File: config.mk
export PLATFORM = sky130hd
export DESIGN_NAME = tex_refill_arbiter
export DESIGN_NICKNAME = d
export VERILOG_FILES = /design/src/rtl/tex_refill_arbiter.sv
export SDC_FILE = /design/constraint.sdc
export NUM_CORES = 1
export LEC_CHECK = 0
export CAP_MARGIN = 20
export CORE_AREA = 2 2 283 285
export DETAILED_ROUTE_END_ITERATION = 8
export DIE_AREA = 0 0 285 287
export GPL_TIMING_DRIVEN = 0
export PLACE_DENSITY = 0.54
export RECOVER_POWER = 50
export SLEW_MARGIN = 5
export SYNTH_ARGS = -nofsm -noshare
export SYNTH_HDL_FRONTEND = slang
export SYNTH_SLANG_ARGS = --single-unit
File: constraint.sdc
create_clock -name clk -period 20.2 [get_ports clk]
set_clock_uncertainty 0.2 [all_clocks]
set_input_delay 4.04 -clock clk [delete_from_list [all_inputs] [get_ports clk]]
set_output_delay 4.04 -clock clk [all_outputs]
set_load 0.03 [all_outputs]
File: src/rtl/tex_refill_arbiter.sv
// Round-robin arbiter sharing one burst-read memory port among NUM_REQ texture-cache
// line-refill ports. Define TEX_REFILL_PERF_EN to add perf_refills/perf_wait_cycles.
module tex_refill_arbiter #(
  parameter int NUM_REQ    = 4,
  parameter int LINE_BYTES = 64,
  parameter int MEM_DATA_W = 32
) (
  input  logic                        clk,
  input  logic                        rst,
  input  logic [NUM_REQ-1:0]          req_valid,
  input  logic [NUM_REQ*32-1:0]       req_addr,
  output logic [NUM_REQ-1:0]          req_ready,
  output logic [NUM_REQ-1:0]          resp_valid,
  output logic [LINE_BYTES*8-1:0]     resp_data,
  output logic                        mem_req_valid,
  output logic [31:0]                 mem_req_addr,
  output logic [7:0]                  mem_req_len,
  input  logic                        mem_req_ready,
  input  logic                        mem_rdata_valid,
  input  logic [MEM_DATA_W-1:0]       mem_rdata,
  input  logic                        mem_rdata_last,
  output logic                        busy,
  output logic [$clog2(NUM_REQ)-1:0]  grant_id,
  output logic                        proto_err
`ifdef TEX_REFILL_PERF_EN
  ,
  output logic [31:0]                 perf_refills,
  output logic [31:0]                 perf_wait_cycles
`endif
);

  localparam int LINE_W = LINE_BYTES * 8;
  localparam int BEATS  = LINE_W / MEM_DATA_W;
  localparam int BEAT_W = (BEATS > 1) ? $clog2(BEATS) : 1;
  localparam int ID_W   = $clog2(NUM_REQ);
  localparam logic [BEAT_W-1:0] LAST_BEAT = BEAT_W'(BEATS - 1);
  localparam logic [ID_W-1:0]   LAST_ID   = ID_W'(NUM_REQ - 1);
  localparam logic [31:0]       LINE_MASK = ~(32'(LINE_BYTES - 1));

  typedef enum logic [1:0] {
    IDLE = 2'd0,
    ADDR = 2'd1,
    DATA = 2'd2,
    RESP = 2'd3
  } state_t;

  function automatic logic [NUM_REQ-1:0] id_onehot(input logic [ID_W-1:0] id);
    logic [NUM_REQ-1:0] v;
    v     = '0;
    v[id] = 1'b1;
    return v;
  endfunction

  state_t              state_r, state_n_s;
  logic [ID_W-1:0]     rr_ptr_r, grant_id_r, pick_s;
  logic                any_req_s, grant_go_s, addr_hs_s, beat_acc_s, last_beat_s;
  logic [BEAT_W-1:0]   beat_cnt_r;
  logic [LINE_W-1:0]   line_r;
  logic [31:0]         addr_r;
  logic [7:0]          len_r;
  logic [NUM_REQ-1:0]  req_ready_r, resp_valid_r;
  logic                mem_req_valid_r, proto_err_r;

  // Round-robin pick: scan downward from the farthest slot so the nearest valid slot at/after rr_ptr wins.
  always_comb begin
    any_req_s = |req_valid;
    pick_s    = rr_ptr_r;
    for (int i = NUM_REQ - 1; i >= 0; i--) begin
      pick_s = req_valid[(int'(rr_ptr_r) + i) % NUM_REQ] ?
               ID_W'((int'(rr_ptr_r) + i) % NUM_REQ) : pick_s;
    end
  end

  // Next-state logic and per-cycle strobes.
  always_comb begin
    state_n_s   = state_r;
    grant_go_s  = 1'b0;
    addr_hs_s   = 1'b0;
    beat_acc_s  = 1'b0;
    last_beat_s = 1'b0;
    case (state_r)
      IDLE: begin
        if (any_req_s) begin
          grant_go_s = 1'b1;
          state_n_s  = ADDR;
        end else begin
          state_n_s  = IDLE;
        end
      end
      ADDR: begin
        if (mem_req_ready) begin
          addr_hs_s = 1'b1;
          state_n_s = DATA;
        end else begin
          state_n_s = ADDR;
        end
      end
      DATA: begin
        if (mem_rdata_valid) begin
          beat_acc_s  = 1'b1;
          last_beat_s = (beat_cnt_r == LAST_BEAT);
          state_n_s   = last_beat_s ? RESP : DATA;
        end else begin
          state_n_s   = DATA;
        end
      end
      RESP:    state_n_s = IDLE;
      default: state_n_s = IDLE;
    endcase
  end

  // FSM state register.
  always_ff @(posedge clk or posedge rst) begin
    if (rst) begin
      state_r <= IDLE;
    end else begin
      state_r <= state_n_s;
    end
  end

  // Grant latch and burst request; address is captured line-aligned at grant.
  always_ff @(posedge clk or posedge rst) begin
    if (rst) begin
      grant_id_r      <= '0;
      addr_r          <= 32'd0;
      len_r           <= 8'd0;
      req_ready_r     <= '0;
      mem_req_valid_r <= 1'b0;
    end else begin
      req_ready_r <= grant_go_s ? id_onehot(pick_s) : '0;
      if (grant_go_s) begin
        grant_id_r      <= pick_s;
        addr_r          <= req_addr[int'(pick_s)*32 +: 32] & LINE_MASK;
        len_r           <= 8'(BEATS - 1);
        mem_req_valid_r <= 1'b1;
      end else if (addr_hs_s) begin
        mem_req_valid_r <= 1'b0;
      end
    end
  end

  // Beat assembly, response pulse and sticky burst-length check.
  always_ff @(posedge clk or posedge rst) begin
    if (rst) begin
      beat_cnt_r   <= '0;
      line_r       <= '0;
      resp_valid_r <= '0;
      proto_err_r  <= 1'b0;
    end else begin
      resp_valid_r <= (beat_acc_s && last_beat_s) ? id_onehot(grant_id_r) : '0;
      if (addr_hs_s) begin
        beat_cnt_r <= '0;
      end else if (beat_acc_s) begin
        line_r[int'(beat_cnt_r)*MEM_DATA_W +: MEM_DATA_W] <= mem_rdata;
        beat_cnt_r <= last_beat_s ? '0 : beat_cnt_r + BEAT_W'(1);
      end
      if (beat_acc_s && (mem_rdata_last != last_beat_s)) begin
        proto_err_r <= 1'b1;
      end
    end
  end

  // The requester just served drops to lowest priority.
  always_ff @(posedge clk or posedge rst) begin
    if (rst) begin
      rr_ptr_r <= '0;
    end else if (state_r == RESP) begin
      rr_ptr_r <= (grant_id_r == LAST_ID) ? '0 : grant_id_r + ID_W'(1);
    end
  end

  assign req_ready     = req_ready_r;
  assign resp_valid    = resp_valid_r;
  assign resp_data     = line_r;
  assign mem_req_valid = mem_req_valid_r;
  assign mem_req_addr  = addr_r;
  assign mem_req_len   = len_r;
  assign busy          = (state_r != IDLE);
  assign grant_id      = grant_id_r;
  assign proto_err     = proto_err_r;

`ifdef TEX_REFILL_PERF_EN
  logic [31:0]        perf_refills_r, perf_wait_r, wait_inc_s;
  logic [NUM_REQ-1:0] granted_mask_s;

  // Waiting requesters plus memory stall cycles in ADDR.
  always_comb begin
    granted_mask_s = (state_r != IDLE) ? id_onehot(grant_id_r) : '0;
    wait_inc_s     = {31'd0, |(req_valid & ~granted_mask_s)} +
                     {31'd0, (state_r == ADDR) && !mem_req_ready};
  end

  // Free-running wrapping perf counters.
  always_ff @(posedge clk or posedge rst) begin
    if (rst) begin
      perf_refills_r <= 32'd0;
      perf_wait_r    <= 32'd0;
    end else begin
      perf_refills_r <= perf_refills_r + ((state_r == RESP) ? 32'd1 : 32'd0);
      perf_wait_r    <= perf_wait_r + wait_inc_s;
    end
  end

  assign perf_refills     = perf_refills_r;
  assign perf_wait_cycles = perf_wait_r;
`endif

endmodule
==> metrics list <==
- The routed design has 102000 um of wire.
- Residual overflow from global routing: 0
* Kind of end point of the critical path: asynchronous set/reset pin
- Total via count after detailed routing: between 20k and 25k
* Crit path max fanout: about 110
- Starting utilization of the core area: 29.3%
- RR Startpoint: beat_cnt_r[0]
* Via-per-instance ratio: around 4.8
* Violated checks: capacitance limit, slew limit
- The congestion estimate from routability-driven global placement came to around 0.84.
* Final-report hold violation count: 0
- For this run, the leading register cell type out of synthesis is dfrtp_1.
- VDD sags by at most 0.0533 mV.
- Core occupancy in the finished layout: between 40 and 50%
* Post-route worst hold slack: 0.252 ns
- Setup violations remaining at the end of the flow were counted as 0.
- A synthesized cell averages slightly below 10 sq um.
* Cell type with the highest aggregate area in the netlist: dfrtp_1
- Actual slew at the worst max-slew pin: around 6.2 ns
* Run status: finished, violations left
- Number of design rule violations left after detail routing: 0
* Die Width: about 290 um
- The most critical setup path has its startpoint at rst.
* Gate count of the mapped netlist: ~2.3k
* Number of input and output port buffers inserted: between 600 and 700
- At the end of the flow, the number of nets in the layout was around 3.3k.
* Number of synthesized flops with an enable pin: 0
- Area Overhead vs Synth: 46.7%
* Total negative setup slack: 0 ns
* Number of CTS-inserted buffers: 67
- Overall fraction of global-route tracks in use: between 20 and 25%
* Post-CTS setup buffer count: 0
* Router iterations before antenna repair: 5
* Buffer type at the clock tree root: clkbuf_16
- Maximum achievable frequency: 87.0 MHz
* Clock transition at the registers of the reported paths: 0.06 ns
- Share of cells above drive strength 1: 8.58%
* H-tree levels: 3
* Critical path required time: 19.21 ns
- Ranked by total cell area, the synthesized netlist is headed by dfrtp_1, nand2_1, nand3_1.
* Post-synthesis instance area: about 23000 sq um
- After layout, the minimum clock period comes to ~11 ns.
- Antenna Nets Post-Route: 0
* Number of warnings reported in the yosys synthesis log: 0
- Row count: about 100
* Total power draw: about 3400 uW
* HPWL Detailed: about 76000 um
- Initial antenna violation count: 11
* Vertical extent of the die: ~290 um
- Clock tree from TritonCTS: yes
- Counting tap cells, the placed design contains a total of roughly 4.1k instances.
- RSZ-0062 raised after global routing: no
- Fraction of registers with async set or reset after synthesis: 100%
- Fin cells: ~4.2k
- Startpoint-to-endpoint class of the critical path: in -> async
- Slew HR: -311%
- The number of gates resized after CTS was 0.
- Reported max-cap violation count: 4
- Worst path arrival time: around 11 ns
* Final period utilization: around 57%
* Top-level I/O count: 734
* Power per cell area: 102 nW/um^2
- The max-slew violation count was 378.
- The clock reaches the later pin of the worst-skew pair after 0.60 ns.
- Die area: 81800 sq um
- Maximum clock insertion buffer count: 3
* Share of the synthesized area in the top cell type: 60.8%
- After detailed routing, the average wire length per cell comes to roughly 24 um.
* Register bit count reported by yosys: 559
- Area of the core region: 78600 sq um
* # clock sinks: ~560
* Sequential element share of the synthesized area: slightly above 60%
- The first global-routing pass estimated roughly 150000 um of wire.
- Buffers inserted to repair hold after CTS numbered 0.
- In this run the static leakage power is around 0.017 uW.
- The worst hold path belongs to the class reg -> reg.
* Worst hold path startpoint: proto_err
* Unique masters post-synth: 39
- Number of DRC markers after the initial detailed-route iteration: 1327
- Number of global-route vias before repair: 20.1k
- Largest net degree at the start of global routing: between 100 and 150
* Launching element type of the critical path: input pin
routing by layer:
layer	GRT usage (%)	share of wire (%)
met5	0	0.011
met4	8.99	3.3
met3	6.33	7.7
met2	40.8	48
met1	30.8	41
metrics by stage:
stage          instance area [sq um]  worst slack, ns
6_report                       33800             8.70
5_1_grt                        33800             7.13
4_1_cts                        33800            13.41
3_5_place_dp                   31700            12.75
3_3_place_gp                   31400            -7.78
2_1_floorplan                  23100            0.328
worst max-delay path, stage by stage:
cell,delay [ns]
dlygate4sd3_1,0.55
clkinvlp_2,1.34
clkbuf_1,4.38
worst paths after layout:
check	end	slack (ns)	depth (start not counted)
setup / recovery	resp_data[208]	8.70	3
hold / removal	proto_err	0.25	1
setup reg to reg	resp_data[291]	16.06	10
hold reg to reg	proto_err	0.25	1
max in group clk	resp_data[240]	13.25	7
min in group asynchronous	resp_data[500]	4.34	2
logic make-up (layout without fill, tap and decap cells):
| logic type | count (synthesis) | in the layout | synth area share [%] |
|---|---|---|---|
| simple gates | 1101 | 1101 | 20.8 |
| flops | 559 | 559 | 60.8 |
| other cells | 1 | 17 | 0.0163 |
| mux | 156 | 156 | 7.34 |
| compound gates | 212 | 212 | 5.13 |
| fa+ha+maj | 7 | 7 | 0.381 |
| buf+inv | 304 | 1134 | 5.39 |
| xor+xnor | 4 | 4 | 0.185 |
Yosys cell counts (all sizes together) (2+ instances only):
| master | number |
|---|---|
| mux2 | 102 |
| inv | 101 |
| ha | 7 |
| nor4 | 2 |
| clkbuf | 151 |
| a21o | 3 |
| nand3 | 338 |
| dfrtp | 559 |
| nor2b | 2 |
| nand3b | 2 |
| o221ai | 27 |
| nand2b | 2 |
| xnor2 | 3 |
| mux2i | 54 |
| o31ai | 3 |
| nor2 | 25 |
| and2 | 36 |
| a21oi | 2 |
| and3 | 2 |
| nor3 | 12 |
| o21ai | 176 |
| nand2 | 665 |
| or3 | 9 |
| or2 | 2 |
| buf | 52 |
| nor3b | 2 |
cell type report:
type | instances | area (sq um)
Antenna cell | 7 | 17.5
Buffer | 203 | 862
Clock buffer | 96 | 1920
Clock inverter | 18 | 236
Fill cell | 7783 | 44900
Inverter | 101 | 380
Multi-Input combinational cell | 1490 | 7820
Sequential cell | 559 | 14000
Tap cell | 1050 | 1310
Timing Repair Buffer | 716 | 7220
cells in the final DEF (no fill, tap or decap), types with 3 or more instances in the layout:
cell type,n
buf_1,4
nor3_1,7
buf_4,18
inv_1,100
nor2_1,24
clkbuf_8,13
ha_1,7
nor3_2,4
buf_16,3
diode_2,7
or3_1,9
clkbuf_1,171
a21o_1,3
inv_6,3
clkinv_2,5
buf_8,6
and2_0,3
clkdlybuf4s50_1,438
o221ai_1,27
mux2i_1,54
nand2_1,665
nand3_1,338
mux2_2,102
dlygate4sd3_1,261
o31ai_1,3
o21ai_1,25
dfrtp_1,559
clkbuf_16,67
o21ai_0,151
buf_2,32
conb_1,10
and2_1,33
where the power goes:
| group | internal, uW | switching (uW) | total (uW) |
|---|---|---|---|
| registers | 1230 | 64.4 | 1290 |
| clock network | 691 | 510 | 1200 |
| logic | 325 | 609 | 934 |
flip-flops by register name, indices dropped and copies added, names as in the netlist, named ones only:
signal	count
mem_req_valid	1
grant_id	2
mem_req_addr	26
req_ready	4
rr_ptr_r	2
state_r	1
beat_cnt_r	4
proto_err	1
mem_req_len	1
resp_valid	4
resp_data	512
No activity file was read; power rests on OpenSTA's default activity.
